## src/rtl/mm_pkg.sv

```systemverilog
// Shared definitions for the matrix-multiply stream driver: word geometry,
// job-size defaults and the one-hot FSM encoding.
package mm_pkg;

    localparam int LANES  = 5;
    localparam int LANE_W = 8;
    localparam int ACC_W  = 16;
    localparam int WORD_W = LANES * LANE_W;
    localparam int RES_W  = LANES * ACC_W;

    localparam int N_DEF   = 5;
    localparam int T_DEF   = 10;
    localparam int TMO_DEF = 64;

    localparam int IDX_W     = 4;
    localparam int TMO_CNT_W = 7;

    localparam logic [7:0] ST_IDLE     = 8'b0000_0001;
    localparam logic [7:0] ST_SEND_W   = 8'b0000_0010;
    localparam logic [7:0] ST_W_TERM   = 8'b0000_0100;
    localparam logic [7:0] ST_SEND_IN  = 8'b0000_1000;
    localparam logic [7:0] ST_IN_TERM  = 8'b0001_0000;
    localparam logic [7:0] ST_WAIT_VAL = 8'b0010_0000;
    localparam logic [7:0] ST_COLLECT  = 8'b0100_0000;
    localparam logic [7:0] ST_DONE     = 8'b1000_0000;

    typedef enum logic {
        SEL_WEIGHT = 1'b0,
        SEL_INPUT  = 1'b1
    } mem_sel_t;

    // DONE is deliberately treated like IDLE for host access and job starts.
    function automatic logic host_access(input logic [7:0] s);
        return (s == ST_IDLE) || (s == ST_DONE);
    endfunction

endpackage

```

## src/rtl/mm_word_mem.sv

```systemverilog
// Small word memory: one synchronous write port, one combinational read port.
// Addresses at or beyond DEPTH are ignored on write and read back as zero.
module mm_word_mem #(
    parameter int DEPTH = 5,
    parameter int WIDTH = 40,
    parameter int AW    = 4
) (
    input  logic             CLK,
    input  logic             we,
    input  logic [AW-1:0]    waddr,
    input  logic [WIDTH-1:0] wdata,
    input  logic [AW-1:0]    raddr,
    output logic [WIDTH-1:0] rdata
);

    // Sized to the full address space so the index needs no truncation;
    // entries at DEPTH and above are never written.
    logic [WIDTH-1:0] mem [0:(1<<AW)-1];

    always_ff @(posedge CLK) begin
        if (we && (int'(waddr) < DEPTH)) begin
            mem[waddr] <= wdata;
        end
    end

    always_comb begin
        rdata = '0;
        if (int'(raddr) < DEPTH) begin
            rdata = mem[raddr];
        end
    end

endmodule

```

## src/rtl/mm_stream_driver.sv

```systemverilog
// Job controller that streams staged weight and input words to a systolic
// array, then collects the array's result words into a readable buffer.
module mm_stream_driver
    import mm_pkg::*;
#(
    parameter int N   = N_DEF,
    parameter int T   = T_DEF,
    parameter int TMO = TMO_DEF
) (
    input  logic              CLK,
    input  logic              RSTN,
    input  logic              wr_en,
    input  logic              wr_sel,
    input  logic [IDX_W-1:0]  wr_addr,
    input  logic [WORD_W-1:0] wr_data,
    input  logic              start,
    output logic [WORD_W-1:0] Weight_o,
    output logic [WORD_W-1:0] In_o,
    input  logic [RES_W-1:0]  OUT_i,
    input  logic              VAL_i,
    input  logic [IDX_W-1:0]  rd_addr,
    output logic [RES_W-1:0]  rd_data,
    output logic              busy,
    output logic              done,
    output logic [1:0]        err
);

    localparam logic [IDX_W-1:0]     W_LAST   = IDX_W'(N - 1);
    localparam logic [IDX_W-1:0]     IN_LAST  = IDX_W'(T - 1);
    localparam logic [IDX_W-1:0]     RES_LAST = IDX_W'(T - 2);
    localparam logic [TMO_CNT_W-1:0] TMO_LAST = TMO_CNT_W'(TMO - 1);

    logic [7:0]           state;
    logic [7:0]           state_nx;
    logic [IDX_W-1:0]     idx;
    logic [TMO_CNT_W-1:0] tmo_cnt;
    logic                 val_q;
    logic [N-1:0]         w_nz;
    logic [T-1:0]         in_nz;

    logic                 host_ok;
    logic                 w_we;
    logic                 in_we;
    logic                 all_nz;
    logic                 start_ok;
    logic                 start_rej;
    logic                 val_rise;
    logic                 timeout;
    logic                 res_we;
    logic [IDX_W-1:0]     res_waddr;
    logic [WORD_W-1:0]    w_rdata;
    logic [WORD_W-1:0]    in_rdata;

    assign host_ok   = host_access(state);
    assign w_we      = wr_en && host_ok && (wr_sel == SEL_WEIGHT) && (int'(wr_addr) < N);
    assign in_we     = wr_en && host_ok && (wr_sel == SEL_INPUT)  && (int'(wr_addr) < T);
    assign all_nz    = (&w_nz) && (&in_nz);
    assign start_ok  = start && host_ok && all_nz;
    assign start_rej = start && host_ok && !all_nz;
    // val_q follows VAL_i in every state, so a level already high on entry
    // to WAIT_VAL is never mistaken for a rising edge.
    assign val_rise  = VAL_i && !val_q;
    assign timeout   = (state == ST_WAIT_VAL) && !val_rise && (tmo_cnt == TMO_LAST);

    assign busy = !host_ok;

    assign Weight_o = (state == ST_SEND_W)  ? w_rdata  : '0;
    assign In_o     = (state == ST_SEND_IN) ? in_rdata : '0;

    // Result word 0 is captured on the VAL_i edge itself; COLLECT fills 1..T-1.
    assign res_we    = ((state == ST_WAIT_VAL) && val_rise) || (state == ST_COLLECT);
    assign res_waddr = (state == ST_COLLECT) ? idx + IDX_W'(1) : '0;

    always_comb begin
        state_nx = state;
        case (state)
            ST_IDLE, ST_DONE: begin
                if (start_ok) state_nx = ST_SEND_W;
            end
            ST_SEND_W: begin
                if (idx == W_LAST) state_nx = ST_W_TERM;
            end
            ST_W_TERM: begin
                state_nx = ST_SEND_IN;
            end
            ST_SEND_IN: begin
                if (idx == IN_LAST) state_nx = ST_IN_TERM;
            end
            ST_IN_TERM: begin
                state_nx = ST_WAIT_VAL;
            end
            ST_WAIT_VAL: begin
                if (val_rise)     state_nx = (T == 1) ? ST_DONE : ST_COLLECT;
                else if (timeout) state_nx = ST_DONE;
            end
            ST_COLLECT: begin
                if (idx == RES_LAST) state_nx = ST_DONE;
            end
            default: begin
                state_nx = ST_IDLE;
            end
        endcase
    end

    always_ff @(posedge CLK or negedge RSTN) begin
        if (!RSTN) begin
            state   <= ST_IDLE;
            idx     <= '0;
            tmo_cnt <= '0;
            val_q   <= 1'b0;
            done    <= 1'b0;
            err     <= '0;
            w_nz    <= '0;
            in_nz   <= '0;
        end else begin
            state <= state_nx;
            val_q <= VAL_i;
            done  <= ((state_nx == ST_DONE) && (state != ST_DONE)) || start_rej;

            if (state_nx != state) begin
                idx <= '0;
            end else if ((state == ST_SEND_W) || (state == ST_SEND_IN) || (state == ST_COLLECT)) begin
                idx <= idx + IDX_W'(1);
            end

            if ((state == ST_WAIT_VAL) && (state_nx == ST_WAIT_VAL)) begin
                tmo_cnt <= tmo_cnt + TMO_CNT_W'(1);
            end else begin
                tmo_cnt <= '0;
            end

            if (start_ok) begin
                err <= '0;
            end else begin
                if (start_rej) err[0] <= 1'b1;
                if (timeout)   err[1] <= 1'b1;
            end

            for (int i = 0; i < N; i++) begin
                if (w_we && (wr_addr == IDX_W'(i))) w_nz[i] <= |wr_data;
            end
            for (int i = 0; i < T; i++) begin
                if (in_we && (wr_addr == IDX_W'(i))) in_nz[i] <= |wr_data;
            end
        end
    end

    mm_word_mem #(.DEPTH(N), .WIDTH(WORD_W), .AW(IDX_W)) u_weight_mem (
        .CLK   (CLK),
        .we    (w_we),
        .waddr (wr_addr),
        .wdata (wr_data),
        .raddr (idx),
        .rdata (w_rdata)
    );

    mm_word_mem #(.DEPTH(T), .WIDTH(WORD_W), .AW(IDX_W)) u_input_mem (
        .CLK   (CLK),
        .we    (in_we),
        .waddr (wr_addr),
        .wdata (wr_data),
        .raddr (idx),
        .rdata (in_rdata)
    );

    mm_word_mem #(.DEPTH(T), .WIDTH(RES_W), .AW(IDX_W)) u_result_mem (
        .CLK   (CLK),
        .we    (res_we),
        .waddr (res_waddr),
        .wdata (OUT_i),
        .raddr (rd_addr),
        .rdata (rd_data)
    );

endmodule

```

## config.mk

```make
export PLATFORM = sky130hd
export DESIGN_NAME = mm_stream_driver
export DESIGN_NICKNAME = d
export VERILOG_FILES = /design/src/rtl/mm_pkg.sv /design/src/rtl/mm_word_mem.sv /design/src/rtl/mm_stream_driver.sv
export SDC_FILE = /design/constraint.sdc
export NUM_CORES = 2
export LEC_CHECK = 0
export ABC_AREA = 1
export BUFFER_PORTS_ARGS = -buffer_cell sky130_fd_sc_hd__buf_2
export CORE_ASPECT_RATIO = 1.5
export CORE_MARGIN = 3
export CORE_UTILIZATION = 35
export DETAILED_ROUTE_END_ITERATION = 8
export GPL_TIMING_DRIVEN = 1
export SLEW_MARGIN = 15
export SYNTH_ARGS = -nofsm -noshare
export SYNTH_HDL_FRONTEND = slang
export SYNTH_SLANG_ARGS = --single-unit
```

## constraint.sdc

```tcl
create_clock -name CLK -period 11.35 [get_ports CLK]
set_clock_uncertainty 0.2 [all_clocks]
set_input_delay 0.5675 -clock CLK [delete_from_list [all_inputs] [get_ports CLK]]
set_output_delay 0.5675 -clock CLK [all_outputs]
set_load 0.01 [all_outputs]
```

==> key figures <==
Routing
  • Vias: 39920
  • Initial DRC count: 3889
  • Routed len/inst: approximately 22 µm
  • Vias per inst: roughly 5.2
  • Final ANT Viol Nets: 0
  • TritonRoute pass-1 iters: 5
  • Drc violations: 0
  • Routed wire length: 165600 µm

Clock tree
  • Worst skew pair latency: between 0.7 and 0.8 ns
  • Clock Sink Count: ~1600
  • Total CTS buffers: about 150
  • Setup Buffers After CTS: 0
  • Post-CTS Hold Buffers: 106
  • Post_cts resized: 0
  • Clock Pin Slew Worst Setup and Hold Paths: around 0.06 ns
  • Root Buffer: clkbuf_16
  • CTS tree: yes
  • H-tree levels: 4
  • Longest Clk Path Bufs: 3

Run status
  • Run status: finished, final reports clean

Die
  • # rows: 188
  • Initial Util: roughly a third
  • Ports: slightly below 300
  • Die width: approximately 350 µm
  • Die height: 520.7 µm
  • Die area: between 150000 and 200000 µm²
  • Core area: around 180000 µm²

Global routing
  • GR Util met2: between 30% and 40%
  • Grt peak-use layer: met2
  • GR Util met1: a little under a quarter
  • Initial antenna violation count: 14
  • GRT overflow: 0
  • Largest net degree at the start of global routing: around 210
  • GR Util met3: under 10%
  • Vias in the first global route: between 30000 and 40000
  • Global-route usage over all layers: approximately 18%
  • First-pass GRT wire length: around 240000 µm

Setup path
  • Kind of critical path: reg -> out
  • Worst Path Required: between 10 and 15 ns
  • CP max-delay cell: dfrtp_4
  • Critical path launch point type: flip-flop
  • Reg2Reg Setup Slack: around 6.4 ns
  • Crit-path max cell delay: about 0.77 ns
  • Crit-path cells: inv_4 > buf_4 > buf_4 > o21ai_0 > o22ai_1 > nand2_1 > nand3_1 > nand2_1 > inv_1 > buf_2
  • Arrival time worst endpoint: approximately 4.4 ns
  • Crit path max fanout: 61
  • CP endpoint kind: output port

Logic synthesis
  • Yosys top cell by area: edfxtp_1
  • Share of flip-flops with an asynchronous set or reset: under 10%
  • Area contributors post-synth: edfxtp_1 (74%), nor2_1 (5.8%), o21ai_0 (5.0%)
  • YS warnings: 0
  • EDFF count, synth: about 1500
  • Avg Cell Area, Syn: between 10 and 15 µm²
  • Main synth FF type: edfxtp_1
  • Cell area after synthesis: about 62000 µm²
  • Yosys cell types: 38
  • #FFs+latches synth: ~1600
  • Seq/Total Area, Yosys: around three quarters
  • Mapped Cells: around 4900
  • Commonest cells post-synth: edfxtp_1 (1520), nor2_1 (949), nand2_1 (674)
  • Top cell type's share of synthesized area: about 74%
  • Most instantiated library cell after synthesis: edfxtp_1

Timing
  • Minimum clock period: just over 5 ns
  • Fin crit share: a little under half
  • Setup TNS Final: 0 ns
  • Maximum clock rate: between 150 and 200 MHz
  • Worst-margin pin slew: between 1 and 1.5 ns
  • Slew headroom: between 20% and 30%
  • Endpoints failing hold: 0
  • Pins Over Slew Limit: 0
  • RSZ-0062 raised after global routing: no
  • Setup Viol. Count Final: 0

Place
  • GP Congestion: 0.8361
  • Placed Area: about 66000 µm²
  • Post-Place Cells: between 7000 and 8000
  • PortBufs: about 300
  • Post-DP HPWL: roughly 96000 µm

Power
  • VDD IR max: around 170 µV
  • Leak: ~25 nW
  • Pwr Density: around 160 nW/µm²

Flow run
  • Max cap viols: 0

Final layout
  • Fin cells: approximately 7700
  • Share of layout cells above drive strength 1: between 10% and 20%
  • Nets: 5417
  • Area growth syn-to-layout: 15.36%
  • Fin area: slightly above 70000 µm²

Worst hold path
  • HP Class: in -> reg
[sequential cells by signal (all words and copies together) (netlist names)]
register	flops
done	1
err	2
idx	4
in_nz	10
state	8
tmo_cnt	7
u_input_mem.mem	400
u_result_mem.mem	800
u_weight_mem.mem	320
val_q	1
w_nz	5
[metrics by stage]
stage                     worst slack, ns  utilization [%]  total power, mW  hold slack (ns)
final                               6.233            40.69            11.53          0.06202
after global routing                5.995            40.68            11.89          0.04286
after CTS                           6.163            40.68            11.62        0.0008705
after detailed placement            6.320            37.52            6.963           0.2593
after global placement              6.280            37.52            6.952           0.2500
after floorplan                     5.635                -            6.722          0.07191
[routing by layer]
| metal | part of all wire (%) | up-vias |
|---|---|---|
| met4 | 3.2 | 8 |
| met3 | 7.1 | 294 |
| li1 | - | 18190 |
| met2 | 49 | 1579 |
| met5 | 0.033 | - |
| met1 | 40 | 19850 |
[critical path, delay by kind of cell (launching register included)]
kind                   cells  cell delay, ns
DFF                        1            0.77
buffers and inverters      5            2.00
AOI/OAI and AO/OA          2            0.35
and+or+nand+nor            3            0.39
[path summary, 6_finish.rpt]
kind | from | to | cells past startpoint
hold reg to reg | tmo_cnt[0] | tmo_cnt[0] | 1
max in group asynchronous | RSTN | idx[1] | 2
setup / recovery | idx[1] | In_o[39] | 10
min in group asynchronous | RSTN | in_nz[1] | 2
hold / removal | wr_data[26] | u_weight_mem.mem[2][26] | 1
setup reg to reg | idx[1] | u_result_mem.mem[3][16] | 8
[placed cells by master, fill, tap and decap left out, types with 36 or more instances in the layout]
| master | count |
|---|---|
| buf_2 | 294 |
| buf_4 | 57 |
| clkbuf_1 | 36 |
| clkbuf_16 | 149 |
| conb_1 | 120 |
| dlygate4sd3_1 | 106 |
| edfxtp_1 | 1520 |
| inv_1 | 85 |
| nand2_1 | 674 |
| nand3_1 | 48 |
| nor2_1 | 926 |
| o211ai_1 | 36 |
| o21ai_0 | 622 |
| o21ai_1 | 148 |
| o21bai_1 | 83 |
| o22ai_1 | 249 |
[cells by family (layout without fill, tap and decap cells)]
| group | Yosys count | count (layout) | share of synthesized area (%) |
|---|---|---|---|
| other | 1 | 126 | 0.006067 |
| AO/OA/AOI/OAI | 1167 | 1167 | 10.48 |
| adder cells (fa/ha/maj) | 5 | 5 | 0.1012 |
| buffers and inverters | 398 | 821 | 3.109 |
| multiplexers | 15 | 15 | 0.2429 |
| flip-flops | 1558 | 1558 | 75.39 |
| XOR/XNOR | 4 | 4 | 0.05669 |
| AND/OR/NAND/NOR | 1703 | 1703 | 10.62 |
[area by class of cell]
class / count / area (µm²)
Antenna cell: 6 / 15.01
Tap cell: 2280 / 2853
Timing Repair Buffer: 461 / 3035
Fill cell: 16260 / 103900
Inverter: 96 / 384.1
Multi-Input combinational cell: 3014 / 13940
Clock buffer: 185 / 3864
Clock inverter: 79 / 614.3
Sequential cell: 1558 / 46600
[power by group]
group,switching (mW),internal [mW]
sequential,0.0162,6.37
clock,2.14,2.51
combinational,0.356,0.135
Note: power is estimated with default switching activity, not from simulation.
